File: src/rtl/keyboard_pkg.sv
// Shared decoder definitions: FSM states, PS/2 prefix and modifier scancodes,
// and the {ext,code} -> matrix position lookup.
package keyboard_pkg;

  typedef enum logic [2:0] {S_IDLE, S_E0, S_F0, S_E0F0, S_SKIP} dec_state_t;

  localparam logic [7:0] PFX_E0 = 8'hE0;
  localparam logic [7:0] PFX_F0 = 8'hF0;
  localparam logic [7:0] PFX_E1 = 8'hE1;

  localparam logic [7:0] SC_LSHIFT = 8'h12;
  localparam logic [7:0] SC_RSHIFT = 8'h59;
  localparam logic [7:0] SC_CTRL   = 8'h14;
  localparam logic [7:0] SC_ALT    = 8'h11;
  localparam logic [7:0] SC_F10    = 8'h09;
  localparam logic [7:0] SC_F1     = 8'h05;
  localparam logic [7:0] SC_F2     = 8'h06;
  localparam logic [7:0] SC_F3     = 8'h04;
  localparam logic [7:0] SC_F4     = 8'h0C;

  // Bytes following E1 in the Pause make sequence
  localparam logic [2:0] PAUSE_SKIP = 3'd7;

  typedef struct packed {
    logic       hit;
    logic [3:0] row;
    logic [2:0] col;
  } key_map_t;

  function automatic key_map_t key_map(input logic ext, input logic [7:0] code);
    key_map_t m;
    m = '0;
    case ({ext, code})
      9'h045: m = '{1'b1, 4'd0, 3'd0};
      9'h046: m = '{1'b1, 4'd0, 3'd1};
      9'h03E: m = '{1'b1, 4'd1, 3'd0};
      9'h03D: m = '{1'b1, 4'd1, 3'd1};
      9'h075: m = '{1'b1, 4'd2, 3'd0};
      9'h175: m = '{1'b1, 4'd2, 3'd1};
      9'h172: m = '{1'b1, 4'd2, 3'd2};
      9'h16B: m = '{1'b1, 4'd2, 3'd3};
      9'h174: m = '{1'b1, 4'd2, 3'd4};
      9'h02B: m = '{1'b1, 4'd5, 3'd0};
      9'h01A: m = '{1'b1, 4'd5, 3'd1};
      9'h022: m = '{1'b1, 4'd5, 3'd2};
      9'h01C: m = '{1'b1, 4'd6, 3'd3};
      9'h01B: m = '{1'b1, 4'd6, 3'd4};
      9'h023: m = '{1'b1, 4'd6, 3'd5};
      9'h015: m = '{1'b1, 4'd7, 3'd0};
      9'h01D: m = '{1'b1, 4'd7, 3'd1};
      9'h024: m = '{1'b1, 4'd7, 3'd2};
      9'h016: m = '{1'b1, 4'd8, 3'd0};
      9'h01E: m = '{1'b1, 4'd8, 3'd1};
      9'h029: m = '{1'b1, 4'd9, 3'd0};
      9'h05A: m = '{1'b1, 4'd9, 3'd1};
      9'h066: m = '{1'b1, 4'd9, 3'd2};
      9'h076: m = '{1'b1, 4'd9, 3'd3};
      default: m = '0;
    endcase
    return m;
  endfunction

endpackage

File: src/rtl/keyboard_matrix_gen_if.sv
// Host-side matrix bus: row select in, column state and modifier lines out.
interface keyboard_matrix_gen_if #(
  parameter int ROWW  = 4,
  parameter int NCOLS = 6
);
  logic [ROWW-1:0]  ROW;
  logic [NCOLS-1:0] KEYOUT;
  logic             SHIFT_OUT;
  logic             CTRL_OUT;
  logic             REPEAT_OUT;
  logic             BREAK_OUT;
  logic [1:0]       TURBO;
  logic [7:0]       ERR_CNT;

  modport master (output ROW, input KEYOUT, SHIFT_OUT, CTRL_OUT, REPEAT_OUT,
                  BREAK_OUT, TURBO, ERR_CNT);
  modport slave  (input ROW, output KEYOUT, SHIFT_OUT, CTRL_OUT, REPEAT_OUT,
                  BREAK_OUT, TURBO, ERR_CNT);
endinterface

File: src/rtl/ps2_intf.sv
// PS/2 device-to-host receiver: 11-bit frames sampled on falling PS2 clock,
// odd parity; one-cycle valid or error strobe per frame.
module ps2_intf #(
  parameter int RX_IDLE = 4096
) (
  input  logic       clk,
  input  logic       rst_n,
  input  logic       ps2_clk,
  input  logic       ps2_data,
  output logic [7:0] data,
  output logic       valid,
  output logic       error
);
  localparam int GW = $clog2(RX_IDLE + 1);

  logic [1:0]    clk_sync, dat_sync;
  logic          clk_d, fall;
  logic [3:0]    bit_cnt;
  logic [8:0]    shreg;
  logic [GW-1:0] gap;

  assign fall = clk_d & ~clk_sync[1];

  always_ff @(posedge clk or negedge rst_n) begin
    if (!rst_n) begin
      clk_sync <= '1;
      dat_sync <= '1;
      clk_d    <= 1'b1;
      bit_cnt  <= '0;
      shreg    <= '0;
      gap      <= '0;
      data     <= '0;
      valid    <= 1'b0;
      error    <= 1'b0;
    end else begin
      clk_sync <= {clk_sync[0], ps2_clk};
      dat_sync <= {dat_sync[0], ps2_data};
      clk_d    <= clk_sync[1];
      valid    <= 1'b0;
      error    <= 1'b0;
      if (fall) begin
        gap <= '0;
        if (bit_cnt == 4'd0) begin
          if (!dat_sync[1]) bit_cnt <= 4'd1;
        end else if (bit_cnt == 4'd10) begin
          bit_cnt <= '0;
          if (dat_sync[1] && ^shreg) begin
            valid <= 1'b1;
            data  <= shreg[7:0];
          end else begin
            error <= 1'b1;
          end
        end else begin
          shreg   <= {dat_sync[1], shreg[8:1]};
          bit_cnt <= bit_cnt + 4'd1;
        end
      end else if (bit_cnt != 4'd0) begin
        // A stalled device clock mid-frame drops the partial frame silently
        if (gap == GW'(RX_IDLE)) bit_cnt <= '0;
        else                     gap     <= gap + 1'b1;
      end
    end
  end
endmodule

File: src/rtl/keyboard_matrix_gen.sv
// PS/2 scancode decoder driving an active-low key matrix plus modifier,
// turbo and break lines for a host that scans rows.
module keyboard_matrix_gen import keyboard_pkg::*; #(
  parameter int NROWS       = 10,
  parameter int NCOLS       = 6,
  parameter int ROWW        = 4,
  parameter int TIMEOUT     = 1048576,
  parameter int BREAK_PULSE = 65536
) (
  input  logic CLK,
  input  logic nRESET,
  input  logic PS2_CLK,
  input  logic PS2_DATA,
  keyboard_matrix_gen_if.slave kbd
);
  localparam int TW = $clog2(TIMEOUT + 1);
  localparam int PW = $clog2(BREAK_PULSE + 1);

  logic [7:0] rx_data;
  logic       rx_vld, rx_err;

  ps2_intf u_rx (
    .clk     (CLK),
    .rst_n   (nRESET),
    .ps2_clk (PS2_CLK),
    .ps2_data(PS2_DATA),
    .data    (rx_data),
    .valid   (rx_vld),
    .error   (rx_err)
  );

  dec_state_t state, state_nxt;
  logic [2:0] skip_cnt, skip_nxt;
  logic       ev, ev_ext, ev_brk, ev_pause;
  logic [TW-1:0] idle_cnt;
  logic [PW-1:0] pulse_cnt;
  logic [NROWS-1:0][NCOLS-1:0] mtx;
  logic       lshift, rshift, ctrl_l, ctrl_r, rpt, f10;
  logic [1:0] turbo;
  logic [7:0] err_cnt;
  logic [1:0] err_run;
  logic [NCOLS-1:0] keyout;
  key_map_t   km;

  assign km = key_map(ev_ext, rx_data);

  always_ff @(posedge CLK or negedge nRESET) begin
    if (!nRESET) begin
      state    <= S_IDLE;
      skip_cnt <= '0;
    end else begin
      state    <= state_nxt;
      skip_cnt <= skip_nxt;
    end
  end

  always_comb begin
    state_nxt = state;
    skip_nxt  = skip_cnt;
    ev        = 1'b0;
    ev_ext    = 1'b0;
    ev_brk    = 1'b0;
    ev_pause  = 1'b0;
    if (rx_err) begin
      state_nxt = S_IDLE;
    end else if (rx_vld) begin
      case (state)
        S_IDLE: begin
          if (rx_data == PFX_E0)      state_nxt = S_E0;
          else if (rx_data == PFX_F0) state_nxt = S_F0;
          else if (rx_data == PFX_E1) begin
            state_nxt = S_SKIP;
            skip_nxt  = PAUSE_SKIP;
            ev_pause  = 1'b1;
          end else ev = 1'b1;
        end
        S_E0: begin
          if (rx_data == PFX_F0) state_nxt = S_E0F0;
          else begin
            ev        = 1'b1;
            ev_ext    = 1'b1;
            state_nxt = S_IDLE;
          end
        end
        S_F0: begin
          ev        = 1'b1;
          ev_brk    = 1'b1;
          state_nxt = S_IDLE;
        end
        S_E0F0: begin
          ev        = 1'b1;
          ev_brk    = 1'b1;
          ev_ext    = 1'b1;
          state_nxt = S_IDLE;
        end
        S_SKIP: begin
          skip_nxt = skip_cnt - 3'd1;
          if (skip_cnt == 3'd1) state_nxt = S_IDLE;
        end
        default: state_nxt = S_IDLE;
      endcase
    end else if (state != S_IDLE && idle_cnt == TW'(TIMEOUT)) begin
      state_nxt = S_IDLE;
    end
  end

  always_ff @(posedge CLK or negedge nRESET) begin
    if (!nRESET) idle_cnt <= '0;
    else if (rx_vld) idle_cnt <= '0;
    else if (idle_cnt != TW'(TIMEOUT)) idle_cnt <= idle_cnt + 1'b1;
  end

  always_ff @(posedge CLK or negedge nRESET) begin
    if (!nRESET) begin
      mtx       <= '1;
      lshift    <= 1'b1;
      rshift    <= 1'b1;
      ctrl_l    <= 1'b1;
      ctrl_r    <= 1'b1;
      rpt       <= 1'b1;
      f10       <= 1'b1;
      turbo     <= 2'd0;
      err_cnt   <= '0;
      err_run   <= '0;
      pulse_cnt <= '0;
    end else begin
      if (pulse_cnt != '0) pulse_cnt <= pulse_cnt - 1'b1;
      if (rx_err) begin
        if (err_cnt != 8'hFF) err_cnt <= err_cnt + 8'd1;
        if (err_run != 2'd3)  err_run <= err_run + 2'd1;
        // Line looks dead: drop everything held so the host sees no stuck keys
        if (err_run >= 2'd2) begin
          mtx       <= '1;
          lshift    <= 1'b1;
          rshift    <= 1'b1;
          ctrl_l    <= 1'b1;
          ctrl_r    <= 1'b1;
          rpt       <= 1'b1;
          f10       <= 1'b1;
          pulse_cnt <= '0;
        end
      end else if (rx_vld) begin
        err_run <= '0;
        if (ev_pause) pulse_cnt <= PW'(BREAK_PULSE);
        if (ev) begin
          if (!ev_ext && rx_data == SC_LSHIFT)      lshift <= ev_brk;
          else if (!ev_ext && rx_data == SC_RSHIFT) rshift <= ev_brk;
          else if (rx_data == SC_CTRL) begin
            if (ev_ext) ctrl_r <= ev_brk;
            else        ctrl_l <= ev_brk;
          end
          else if (!ev_ext && rx_data == SC_ALT)    rpt    <= ev_brk;
          else if (!ev_ext && rx_data == SC_F10)    f10    <= ev_brk;
          else if (!ev_ext && (rx_data == SC_F1 || rx_data == SC_F2 ||
                               rx_data == SC_F3 || rx_data == SC_F4)) begin
            if (!ev_brk) begin
              case (rx_data)
                SC_F1:   turbo <= 2'd0;
                SC_F2:   turbo <= 2'd1;
                SC_F3:   turbo <= 2'd2;
                default: turbo <= 2'd3;
              endcase
            end
          end else if (km.hit) begin
            // Positions outside NROWS x NCOLS never match and are dropped
            for (int r = 0; r < NROWS; r++)
              for (int c = 0; c < NCOLS; c++)
                if (km.row == 4'(r) && km.col == 3'(c)) mtx[r][c] <= ev_brk;
          end
        end
      end
    end
  end

  always_comb begin
    keyout = '1;
    for (int r = 0; r < NROWS; r++)
      if (kbd.ROW == ROWW'(r)) keyout = mtx[r];
  end

  assign kbd.KEYOUT     = keyout;
  assign kbd.SHIFT_OUT  = lshift & rshift;
  assign kbd.CTRL_OUT   = ctrl_l & ctrl_r;
  assign kbd.REPEAT_OUT = rpt;
  assign kbd.BREAK_OUT  = f10 & (pulse_cnt == '0);
  assign kbd.TURBO      = turbo;
  assign kbd.ERR_CNT    = err_cnt;
endmodule

File: src/flat_wrapper.sv
// flat-port wrapper written by rule: the top's interface ports become plain ports
module keyboard_matrix_gen_flat import keyboard_pkg::*;
#(
  parameter int NROWS       = 10,
  parameter int NCOLS       = 6,
  parameter int ROWW        = 4,
  parameter int TIMEOUT     = 1048576,
  parameter int BREAK_PULSE = 65536
)
  (CLK, nRESET, PS2_CLK, PS2_DATA, kbd_ROW, kbd_KEYOUT, kbd_SHIFT_OUT, kbd_CTRL_OUT, kbd_REPEAT_OUT, kbd_BREAK_OUT, kbd_TURBO, kbd_ERR_CNT);
  keyboard_matrix_gen_if #(.ROWW(ROWW), .NCOLS(NCOLS)) kbd_i ();
  input  logic CLK;
  input  logic nRESET;
  input  logic PS2_CLK;
  input  logic PS2_DATA;
  input wire logic [$bits(kbd_i.ROW)-1:0] kbd_ROW;
  output wire logic [$bits(kbd_i.KEYOUT)-1:0] kbd_KEYOUT;
  output wire logic [$bits(kbd_i.SHIFT_OUT)-1:0] kbd_SHIFT_OUT;
  output wire logic [$bits(kbd_i.CTRL_OUT)-1:0] kbd_CTRL_OUT;
  output wire logic [$bits(kbd_i.REPEAT_OUT)-1:0] kbd_REPEAT_OUT;
  output wire logic [$bits(kbd_i.BREAK_OUT)-1:0] kbd_BREAK_OUT;
  output wire logic [$bits(kbd_i.TURBO)-1:0] kbd_TURBO;
  output wire logic [$bits(kbd_i.ERR_CNT)-1:0] kbd_ERR_CNT;
  assign kbd_i.ROW = kbd_ROW;
  assign kbd_KEYOUT = kbd_i.KEYOUT;
  assign kbd_SHIFT_OUT = kbd_i.SHIFT_OUT;
  assign kbd_CTRL_OUT = kbd_i.CTRL_OUT;
  assign kbd_REPEAT_OUT = kbd_i.REPEAT_OUT;
  assign kbd_BREAK_OUT = kbd_i.BREAK_OUT;
  assign kbd_TURBO = kbd_i.TURBO;
  assign kbd_ERR_CNT = kbd_i.ERR_CNT;
  keyboard_matrix_gen #(.NROWS(NROWS), .NCOLS(NCOLS), .ROWW(ROWW), .TIMEOUT(TIMEOUT), .BREAK_PULSE(BREAK_PULSE)) u_core (.CLK(CLK), .nRESET(nRESET), .PS2_CLK(PS2_CLK), .PS2_DATA(PS2_DATA), .kbd(kbd_i));
endmodule
File: config.mk
export PLATFORM = sky130hd
export DESIGN_NAME = keyboard_matrix_gen_flat
export DESIGN_NICKNAME = d
export VERILOG_FILES = /design/src/rtl/keyboard_pkg.sv /design/src/rtl/keyboard_matrix_gen_if.sv /design/src/rtl/ps2_intf.sv /design/src/rtl/keyboard_matrix_gen.sv /design/src/flat_wrapper.sv
export SDC_FILE = /design/constraint.sdc
export NUM_CORES = 1
export LEC_CHECK = 0
export ABC_AREA = 1
export CAP_MARGIN = 20
export CORE_ASPECT_RATIO = 0.7
export CORE_MARGIN = 2
export CORE_UTILIZATION = 55
export CTS_CLUSTER_DIAMETER = 150
export CTS_CLUSTER_SIZE = 10
export DETAILED_ROUTE_END_ITERATION = 8
export PLACE_DENSITY = 0.77
export SYNTH_ARGS = -nofsm -noshare
export SYNTH_HDL_FRONTEND = slang
export SYNTH_HIERARCHICAL = 1
export SYNTH_SLANG_ARGS = --single-unit
File: constraint.sdc
create_clock -name CLK -period 2.4 [get_ports CLK]
set_input_delay 0.36 -clock CLK [delete_from_list [all_inputs] [get_ports CLK]]
set_output_delay 0.36 -clock CLK [all_outputs]
set_load 0.05 [all_outputs]
==> results of run 1 <==
per-layer routing:
layer	up-vias	track usage	part of all wire
li1	4155	-	-
met1	3831	0.394	0.52
met2	225	0.357	0.41
met3	18	0.0536	0.059
met4	0	0.0582	0.0096
met5	-	0	0
cell usage after synthesis, types with 9 or more instances:
cell type    n
nand3_1     80
ha_1        13
nand2_1    358
dfrtp_1     92
dfstp_2     71
nor4_1       9
o21ai_0     81
a21oi_1     42
nor2_1     129
clkbuf_1    15
nand4_1     33
nor3_1      17
inv_1      173
final cells by class:
class / instances / area, um^2
clock buffers: 19 / 443
clock inverters: 13 / 100
fillers: 1419 / 5680
inverters: 184 / 701
multi-input cells: 874 / 4380
flip-flops and latches: 163 / 4170
well taps: 225 / 282
repair buffers: 63 / 639
registers in the layout, summed over array words and instances (netlist names), 2 cells and up:
name	count
u_core/skip_cnt	3
u_core/mtx	60
u_core/u_rx/dat_sync	2
u_core/state	3
u_core/u_rx/data	8
u_core/u_rx/gap	13
u_core/u_rx/bit_cnt	4
u_core/u_rx/clk_sync	2
u_core/kbd.TURBO	2
u_core/idle_cnt	21
u_core/pulse_cnt	17
u_core/err_run	2
u_core/kbd.ERR_CNT	8
u_core/u_rx/shreg	9
timing repair:
item                                   CTS  global route
setup endpoints to repair                7            25
setup buffers                            4             3
cloned                                   0             1
endpoints found under the hold margin   49             0
gates resized for setup                 29            17
pin swaps                               12            10
hold buffers                             1             0
stage by stage:
step / hold slack (ps) / setup TNS (ps) / setup WS, ps
2_1_floorplan: 64.4 / 0 / 140
3_3_place_gp: 346 / -1050 / -246
3_5_place_dp: 347 / -1100 / -243
4_1_cts: 320 / 0 / 4.09
5_1_grt: 317 / -157 / -81.8
6_report: 335 / 0 / 39.9
cell families after synthesis:
kind of cell / after synthesis / synth area share
and+or+nand+nor: 667 / 0.318
AOI/OAI and AO/OA: 179 / 0.110
DFF: 163 / 0.451
xor gates and xnor gates: 13 / 0.0123
muxes: 1 / 0.00108
buffers and inverters: 207 / 0.0900
adders and majority gates: 13 / 0.0176
how the worst min path moves through the flow:
stage                                             end
global route        u_core/u_rx/clk_sync[0]$_DFF_PN1_
global placement    u_core/u_rx/dat_sync[1]$_DFF_PN1_
CTS                 u_core/u_rx/dat_sync[0]$_DFF_PN1_
detailed placement  u_core/u_rx/dat_sync[1]$_DFF_PN1_
floorplan               u_core/err_run[0]$_DFFE_PN0P_
finish              u_core/u_rx/dat_sync[0]$_DFF_PN1_
power by group through the flow:
stage	clock (mW)	combinational, mW	sequential [mW]
CTS	2.57	0.927	2.96
global placement	0	0.880	3.00
detailed placement	0	0.912	3.00
floorplan	0	0.659	2.97
global route	2.70	1.06	2.98
finish	2.50	0.933	2.96
==> results.cfg, run 1 <==
[floorplanning]
die_h_um = 112
start_util = 0.564
die_area_mm2 = 0.0179
row_count = 39
fp.dieW_um = 159
pin_count = 28
core_mm2 = 0.0164

[clock_tree]
htree_levels = 4
cts.sinks = 163
cts_inserted_buffers = 17
insertion_delay_ps = 430
cts_root_buf = clkbuf_16
clock_path_buffers = 2
cts_tree = built
cts.clk_slew.worst_paths_ps = 70

[setup_path]
cp_data_required_time_ps = 2040
setup.worst_path.start_class = flop
end_kind = output pin
path_depth = 7
worst-path-buf-inv = 1
critPathArrivalTime_ps = 2000
crit_chain = o22ai_2 > a211oi_2 > o2111ai_2 > nand2_1 > o21ai_1 > o21ai_1 > clkbuf_16
path_delay_family = compound AO/OA/AOI/OAI gates
crit_path_end = kbd_KEYOUT[2]
crit_start = u_core/mtx[2]$_DFFE_PN1P_
r2r_start = u_core/u_rx/data[2]$_DFFE_PN0P_
slowest_delay_ps = 560
r2r-end = u_core/mtx[54]$_DFFE_PN1P_
crit_path_max_fanout = 2
slowest_stage = dfstp_2
path_common_cell = o21ai_1
ff2ff_path_depth = 15
crit_type = reg -> out
r2r_setup_slack_ps = 200

[layout]
final_nets = 1324
stdcell_area_mm2 = 0.0107
final_cells = 1541
final_common_cell = nand2_1
final_cell_mix = 355 x nand2_1, 170 x inv_1, 122 x nor2_1, 92 x dfrtp_1, 79 x nand3_1
syn_to_final_growth_pct = 15.9
antenna_cells = 0
layout-drive-gt1-share = 0.167
utilization = 0.653

[worst_hold_path]
hp-start = PS2_DATA
min_path_type = in -> reg
hold_depth = 1

[timing]
max_slew_margin = 0.372
rsz0062_at_grt = yes
setup_viol = 0
fmax_ghz = 0.424
hold_viol = 0
final.min_clock_period_ps = 2360
fin_skew_ps = 11.8
finalCritPeriodShare = 0.983
slew_violations = 0
tightest_slew_ps = 942

[synthesis]
syn-cell-area_mm2 = 0.00924
yosys.area.top_type = dfrtp_1
syn_area_per_cell_um2 = 7.43
ys_seq_elements = 163
ys_seq_area_frac = 0.451
syn_inst = 1243
yosysWarnings = 6
synthFlopType = dfrtp_1
syn-num-nets = 1264
synth_area_leaders = dfrtp_1 25%, dfstp_2 20%, nand2_1 15%
synth.top_cell.area_share = 0.249
synth_async_sr_flop_share = 1.00
yosysUniqueCellTypes = 53
synth_edf_count = 0

[route]
dr.pass1.iters = 5
viasPerCell = 5.34
routed_wl_um = 21400
vias = 8229
wl_per_cell_um = 13.9
antenna_left = 0
drc = 0
first_iter_violations = 846

[global_routing]
antenna_found_initial = 0
grt_max_degree = 59
grt_pass1_vias = 7572
grt_overflow = 0
track_usage = 0.252
grt_pass1_wl_um = 36700

[pwr]
switching_share = 0.293
power_frac_comb = 0.146
p_clk_frac = 0.391
p_int_mw = 4.52
p_seq_frac = 0.463
switchingPower_mw = 1.88
power.leakage_nw = 5.31
powerDensity_mw_per_mm2 = 597
p_total_mw = 6.40
worst_ir_drop_vdd_uv = 510

[status]
status = complete, no violations

[placed_design]
hpwl_um = 15400
gp_congestion = 0.993
io_buffers = 27
post_dp_cell_area_mm2 = 0.00997
placed_cells = 1500

[job]
maxCapViolations = 0
Note: power is estimated with default switching activity, not from simulation.
==> run 2, diff against run 1 <==
- ABC_AREA: 1 -> not set
- PLACE_DENSITY: 0.77 -> 0.78
==> results.cfg, run 2 <==
[status]
status = finished, violations left
failed_checks = negative setup slack

[timing]
tightest_slew_ps = 578
finalCritPeriodShare = 1.18
tns_ps = -596
final.min_clock_period_ps = 2840
fin_skew_ps = 10.7
rsz0062_at_grt = yes
layout_setup_ws_ps = -436
hold_viol = 0
fmax_ghz = 0.353
max_slew_margin = 0.613
slew_violations = 0
setup_viol = 10

[route]
vias = 7107
top_layer_used = met4
routed-wl-met3_um = 1590
dr.pass1.iters = 6
antenna_left = 0
routed_wl_um = 22700
wl_per_cell_um = 19.9
viasPerCell = 6.23
drc = 0
met1_length_um = 10200
wl_met2_um = 10500
first_iter_violations = 755

[worst_hold_path]
hp-start = PS2_CLK
hold_depth = 1
min_path_type = in -> reg
whs_endpoint = u_core/u_rx/clk_sync[0]$_DFF_PN1_

[synthesis]
syn_inst = 824
synth_area_leaders = dfrtp_1 27%, dfstp_2 21%, nor2_1 3.3%
synthMuxAreaShare = 0.0650
synth.top_cell.area_share = 0.265
synth_top_family_by_area = simple AND/OR/NAND/NOR gates
synthFlopType = dfrtp_1
synth-simple-area-share = 0.220
synthAdderAreaFrac = 0.0187
syn-num-nets = 845
syn_area_per_cell_um2 = 10.5
synth-compound-area-share = 0.127
ys_seq_elements = 163
ys_seq_area_frac = 0.480
synth.most_common_cell = dfrtp_1
syn-cell-area_mm2 = 0.00869
synthXorXnorAreaFrac = 0.0562
yosysUniqueCellTypes = 81
yosysWarnings = 6
yosys.area.top_type = dfrtp_1
synth_async_sr_flop_share = 1.00
synthTopCellsByCount = 92 x dfrtp_1, 77 x nor2_1, 71 x dfstp_2
synth_edf_count = 0

[placed_design]
gp_congestion = 0.959
io_buffers = 27
place_ws_ps = -128
placed_cells = 1085
hpwl_um = 15100

[floorplanning]
start_util = 0.562
die_h_um = 109
die_area_mm2 = 0.0168
fp.dieW_um = 154
pin_count = 28
core_mm2 = 0.0155
row_count = 38

[pwr]
switching_share = 0.265
p_total_mw = 6.45
worst_ir_drop_vdd_uv = 615
powerDensity_mw_per_mm2 = 593
switchingPower_mw = 1.71
p_seq_frac = 0.458
power_frac_comb = 0.123
p_clk_frac = 0.419
p_int_mw = 4.74
power.leakage_nw = 4.71

[layout]
top_register = u_core/mtx
final_nets = 948
final_cell_mix = 92 x buf_4, 87 x dfrtp_1, 71 x dfstp_2, 70 x nor2_1, 47 x nand2_1
final_cells = 1140
layout-drive-gt1-share = 0.335
nFillCells = 1017
final_common_cell = buf_4
syn_to_final_growth_pct = 25.2
utilization = 0.704
largestRegisters = u_core/mtx (60), u_core/idle_cnt (21), u_core/pulse_cnt (17)
largest_register_ffs = 60
antenna_cells = 0

[global_routing]
track_usage = 0.268
grt_max_degree = 68
grt_pass1_wl_um = 35100
antenna_found_initial = 0
grt_overflow = 0
grt_pass1_vias = 6874

[setup_path]
crit_type = reg -> out
ff2ff_path_depth = 6
end_kind = output pin
r2r_start = u_core/pulse_cnt[7]$_DFF_PN0_
setup.worst_path.start_class = flop
cp_data_required_time_ps = 2040
r2r-end = u_core/pulse_cnt[15]$_DFF_PN0_
crit_path_max_fanout = 4
r2r_setup_slack_ps = -30
critPathArrivalTime_ps = 2480

[clock_tree]
cts.sinks = 163
cts.clk_slew.worst_paths_ps = 70
cts_root_buf = clkbuf_16
htree_levels = 4
insertion_delay_ps = 430
clock_path_buffers = 2
cts_inserted_buffers = 17
cts_tree = built

[job]
maxCapViolations = 0
==> run 2: kinds of logic (layout without fill, tap and decap cells) <==
group	count (synthesis)	in the layout
xor+xnor	52	52
buf+inv	68	184
fa+ha+maj	13	13
compound gates	158	158
simple gates	325	325
mux	45	45
flops	163	163
==> run 2: repair_timing <==
item                                    in CTS  in global routing
endpoints found under the hold margin       47                  0
pin swaps                                    1                 13
endpoints found under the setup margin      29                 44
hold buffers                                 1                  0
buffers inserted                             4                 18
resized for setup                           22                 53
cloned                                       0                  1
==> run 2: layout make-up <==
type	count	area (um^2)	share of cell area
well taps	200	250	0.0230
repair buffers	127	1130	0.104
clock inverters	12	105	0.00967
clock buffers	20	489	0.0450
flip-flops and latches	163	4170	0.384
inverters	25	93.8	0.00863
multi-input cells	593	4630	0.426
==> run 2: worst max-delay path by stage <==
stage,start,endpoint,slack [ps],cells past startpoint
final,u_core/pulse_cnt[7]$_DFF_PN0_,kbd_BREAK_OUT,-440,6
after global routing,u_core/pulse_cnt[7]$_DFF_PN0_,kbd_BREAK_OUT,-500,6
after CTS,u_core/pulse_cnt[7]$_DFF_PN0_,kbd_BREAK_OUT,-450,6
after detailed placement,u_core/u_rx/data[1]$_DFFE_PN0P_,u_core/mtx[14]$_DFFE_PN1P_,-130,7
after global placement,kbd_ROW[0],kbd_KEYOUT[2],-50,6
after floorplan,u_core/pulse_cnt[7]$_DFF_PN0_,kbd_BREAK_OUT,-270,5
==> run 2: power groups by stage <==
| stage | sequential [mW] | clock, mW | combinational, mW |
|---|---|---|---|
| 2_1_floorplan | 2.97 | 0 | 0.579 |
| 3_3_place_gp | 2.99 | 0 | 0.737 |
| 3_5_place_dp | 3.00 | 0 | 0.771 |
| 4_1_cts | 2.95 | 2.74 | 0.792 |
| 5_1_grt | 2.97 | 2.88 | 0.878 |
| 6_report | 2.96 | 2.70 | 0.795 |
==> run 2: per-layer routing <==
| layer | global-route usage | vias up |
|---|---|---|
| met5 | 0 | - |
| met4 | 0.0975 | 0 |
| met3 | 0.0608 | 42 |
| met2 | 0.406 | 303 |
| met1 | 0.380 | 3527 |
| li1 | - | 3235 |
==> run 2: metrics by stage <==
step / area [um^2] / hold WS (ps)
after global placement: 9690 / 343
after global routing: 10900 / 335
after detailed placement: 9690 / 349
final: 10900 / 332
after CTS: 10400 / 318
after floorplan: 8740 / 64.4
==> run 2: critical path, stage by stage (launching register included) <==
cell and delay [ps]:
dfrtp_1 380, or4_4 540, or4_4 460, nor2_1 140, nand4_1 140, nor3_2 210, buf_12 170
==> run 3, diff against run 2 <==
- CTS_BUF_LIST: not set -> sky130_fd_sc_hd__clkbuf_8
==> results.cfg, run 3 (synthesis results as in run 2) <==
[placed_design]
post_dp_cell_area_mm2 = 0.00969
hpwl_um = 15100
io_buffers = 27
place_ws_ps = -128
placed_cells = 1085
gp_congestion = 0.959

[floorplanning]
start_util = 0.562
die_area_mm2 = 0.0168
row_count = 38
die_h_um = 109
core_mm2 = 0.0155
fp.dieW_um = 154
pin_count = 28

[pwr]
p_clk_frac = 0.356
switchingPower_mw = 1.62
switching_share = 0.278
p_int_mw = 4.22
powerDensity_mw_per_mm2 = 542
p_seq_frac = 0.505
worst_ir_drop_vdd_uv = 561
power_frac_comb = 0.139
power.leakage_nw = 4.66

[layout]
final_cells = 1143
layout-drive-gt1-share = 0.343
final_cell_mix = 89 x buf_4, 87 x dfrtp_1, 71 x dfstp_2, 70 x nor2_1, 47 x nand2_1
syn_to_final_growth_pct = 24.1
final_common_cell = buf_4
largest_register_ffs = 60
largestRegisters = u_core/mtx (60), u_core/idle_cnt (21), u_core/pulse_cnt (17)
top_register = u_core/mtx
stdcell_area_mm2 = 0.0108
nFillCells = 1029
final_nets = 951
antenna_cells = 0

[route]
dr.pass1.iters = 5
viasPerCell = 6.28
routed_wl_um = 22200
antenna_left = 0
wl_per_cell_um = 19.5
first_iter_violations = 808
drc = 0
vias = 7174

[timing]
rsz0062_at_grt = yes
hold_viol = 0
fmax_ghz = 0.348
layout_setup_ws_ps = -474
max_slew_margin = 0.566
slew_violations = 0
finalCritPeriodShare = 1.20
tightest_slew_ps = 651
final.min_clock_period_ps = 2870
fin_skew_ps = 10.3
setup_viol = 16

[setup_path]
path_common_cell = or4_4
slowest_delay_ps = 540
cp_data_required_time_ps = 2040
slowest_stage = or4_4
critPathArrivalTime_ps = 2510
crit_type = reg -> out
end_kind = output pin
r2r_start = u_core/u_rx/data[3]$_DFFE_PN0P_
crit_path_max_fanout = 4
crit_chain = or4_4 > or4_4 > nor2_1 > nand4_1 > nor3_2 > buf_12
path_delay_family = simple AND/OR/NAND/NOR gates
worst-path-buf-inv = 1
setup.worst_path.start_class = flop
crit_start = u_core/pulse_cnt[7]$_DFF_PN0_

[clock_tree]
cts_tree = built
htree_levels = 4
cts_root_buf = clkbuf_8
insertion_delay_ps = 460
cts.sinks = 163
cts.clk_slew.worst_paths_ps = 90
clock_path_buffers = 2
cts_inserted_buffers = 17

[job]
maxCapViolations = 0

[global_routing]
grt_overflow = 0
busiest_layer = met2
grt_pass1_vias = 6723
grt_max_degree = 68
grtUsageMet1 = 0.378
met3_usage = 0.0620
grt_pass1_wl_um = 34300
antenna_found_initial = 0
track_usage = 0.259
grtUsageMet2 = 0.390

[worst_hold_path]
min_path_type = in -> reg
hp-start = PS2_CLK

[status]
failed_checks = negative setup slack
status = finished, violations left
## run 3: cell count changes in the layout (fill, tap and decap cells not counted), sizes merged
cell,previous run,this run
buf,107,109
bufinv,0,2
clkbuf,20,19
## run 3: final cells by class
| type | instances | area, um^2 | area share |
|---|---|---|---|
| clock inverters | 14 | 165 | 0.0153 |
| clock buffers | 18 | 248 | 0.0230 |
| multi-input cells | 593 | 4670 | 0.433 |
| inverters | 25 | 93.8 | 0.00871 |
| flip-flops and latches | 163 | 4170 | 0.387 |
| repair buffers | 130 | 1180 | 0.109 |
| well taps | 200 | 250 | 0.0232 |
## run 3: per-layer routing
| metal | wire length [um] | part of all wire | vias to the layer above |
|---|---|---|---|
| met1 | 10200 | 0.46 | 3578 |
| met3 | 1510 | 0.068 | 51 |
| met2 | 10100 | 0.45 | 309 |
| met4 | 456 | 0.021 | 0 |
| li1 | - | - | 3236 |
| met5 | 0 | 0 | - |
## run 3: power groups by stage
stage	Combinational [mW]	Sequential, mW	Clock [mW]
2_1_floorplan	0.579	2.97	0
3_3_place_gp	0.737	2.99	0
3_5_place_dp	0.771	3.00	0
4_1_cts	0.788	2.95	2.12
5_1_grt	0.890	2.97	2.26
6_report	0.815	2.95	2.08
## run 3: final timing paths
check	slack, ps	end	depth (start not counted)
min in group asynchronous	410	u_core/u_rx/gap[8]$_DFFE_PN0P_	2
worst min register to register	360	u_core/u_rx/clk_sync[1]$_DFF_PN1_	0
worst max register to register	-100	u_core/mtx[42]$_DFFE_PN1P_	10
worst max-delay path	-470	kbd_BREAK_OUT	6
max in group asynchronous	1220	u_core/mtx[14]$_DFFE_PN1P_	3
worst min-delay path	300	u_core/u_rx/clk_sync[0]$_DFF_PN1_	1
## run 3: repair_timing
item	in CTS	in global routing
endpoints found under the setup margin	28	45
cloned	0	3
hold endpoints to repair	47	0
resized for setup	21	63
hold buffers	1	0
buffers inserted	4	19
pin swaps	1	14
## run 3: worst reg2reg max path, stage by stage, from the launching register on
cell and delay [ps]:
dfrtp_2 470, nand4bb_4 290, o31a_1 370, o311ai_1 290, buf_4 180, buf_6 110, nor4_4 40, buf_4 160
buf_12 150, a311oi_2 270, a31oi_1 90
## run 3: through the flow
step	utilization	hold slack, ps	power [mW]	setup TNS, ps
after CTS	0.663	273	5.86	-615
after global placement	0.627	343	3.73	-140
after detailed placement	0.627	349	3.77	-1390
after global routing	0.697	279	6.12	-3590
final	0.697	298	5.84	-926
after floorplan	-	64.4	3.55	-266
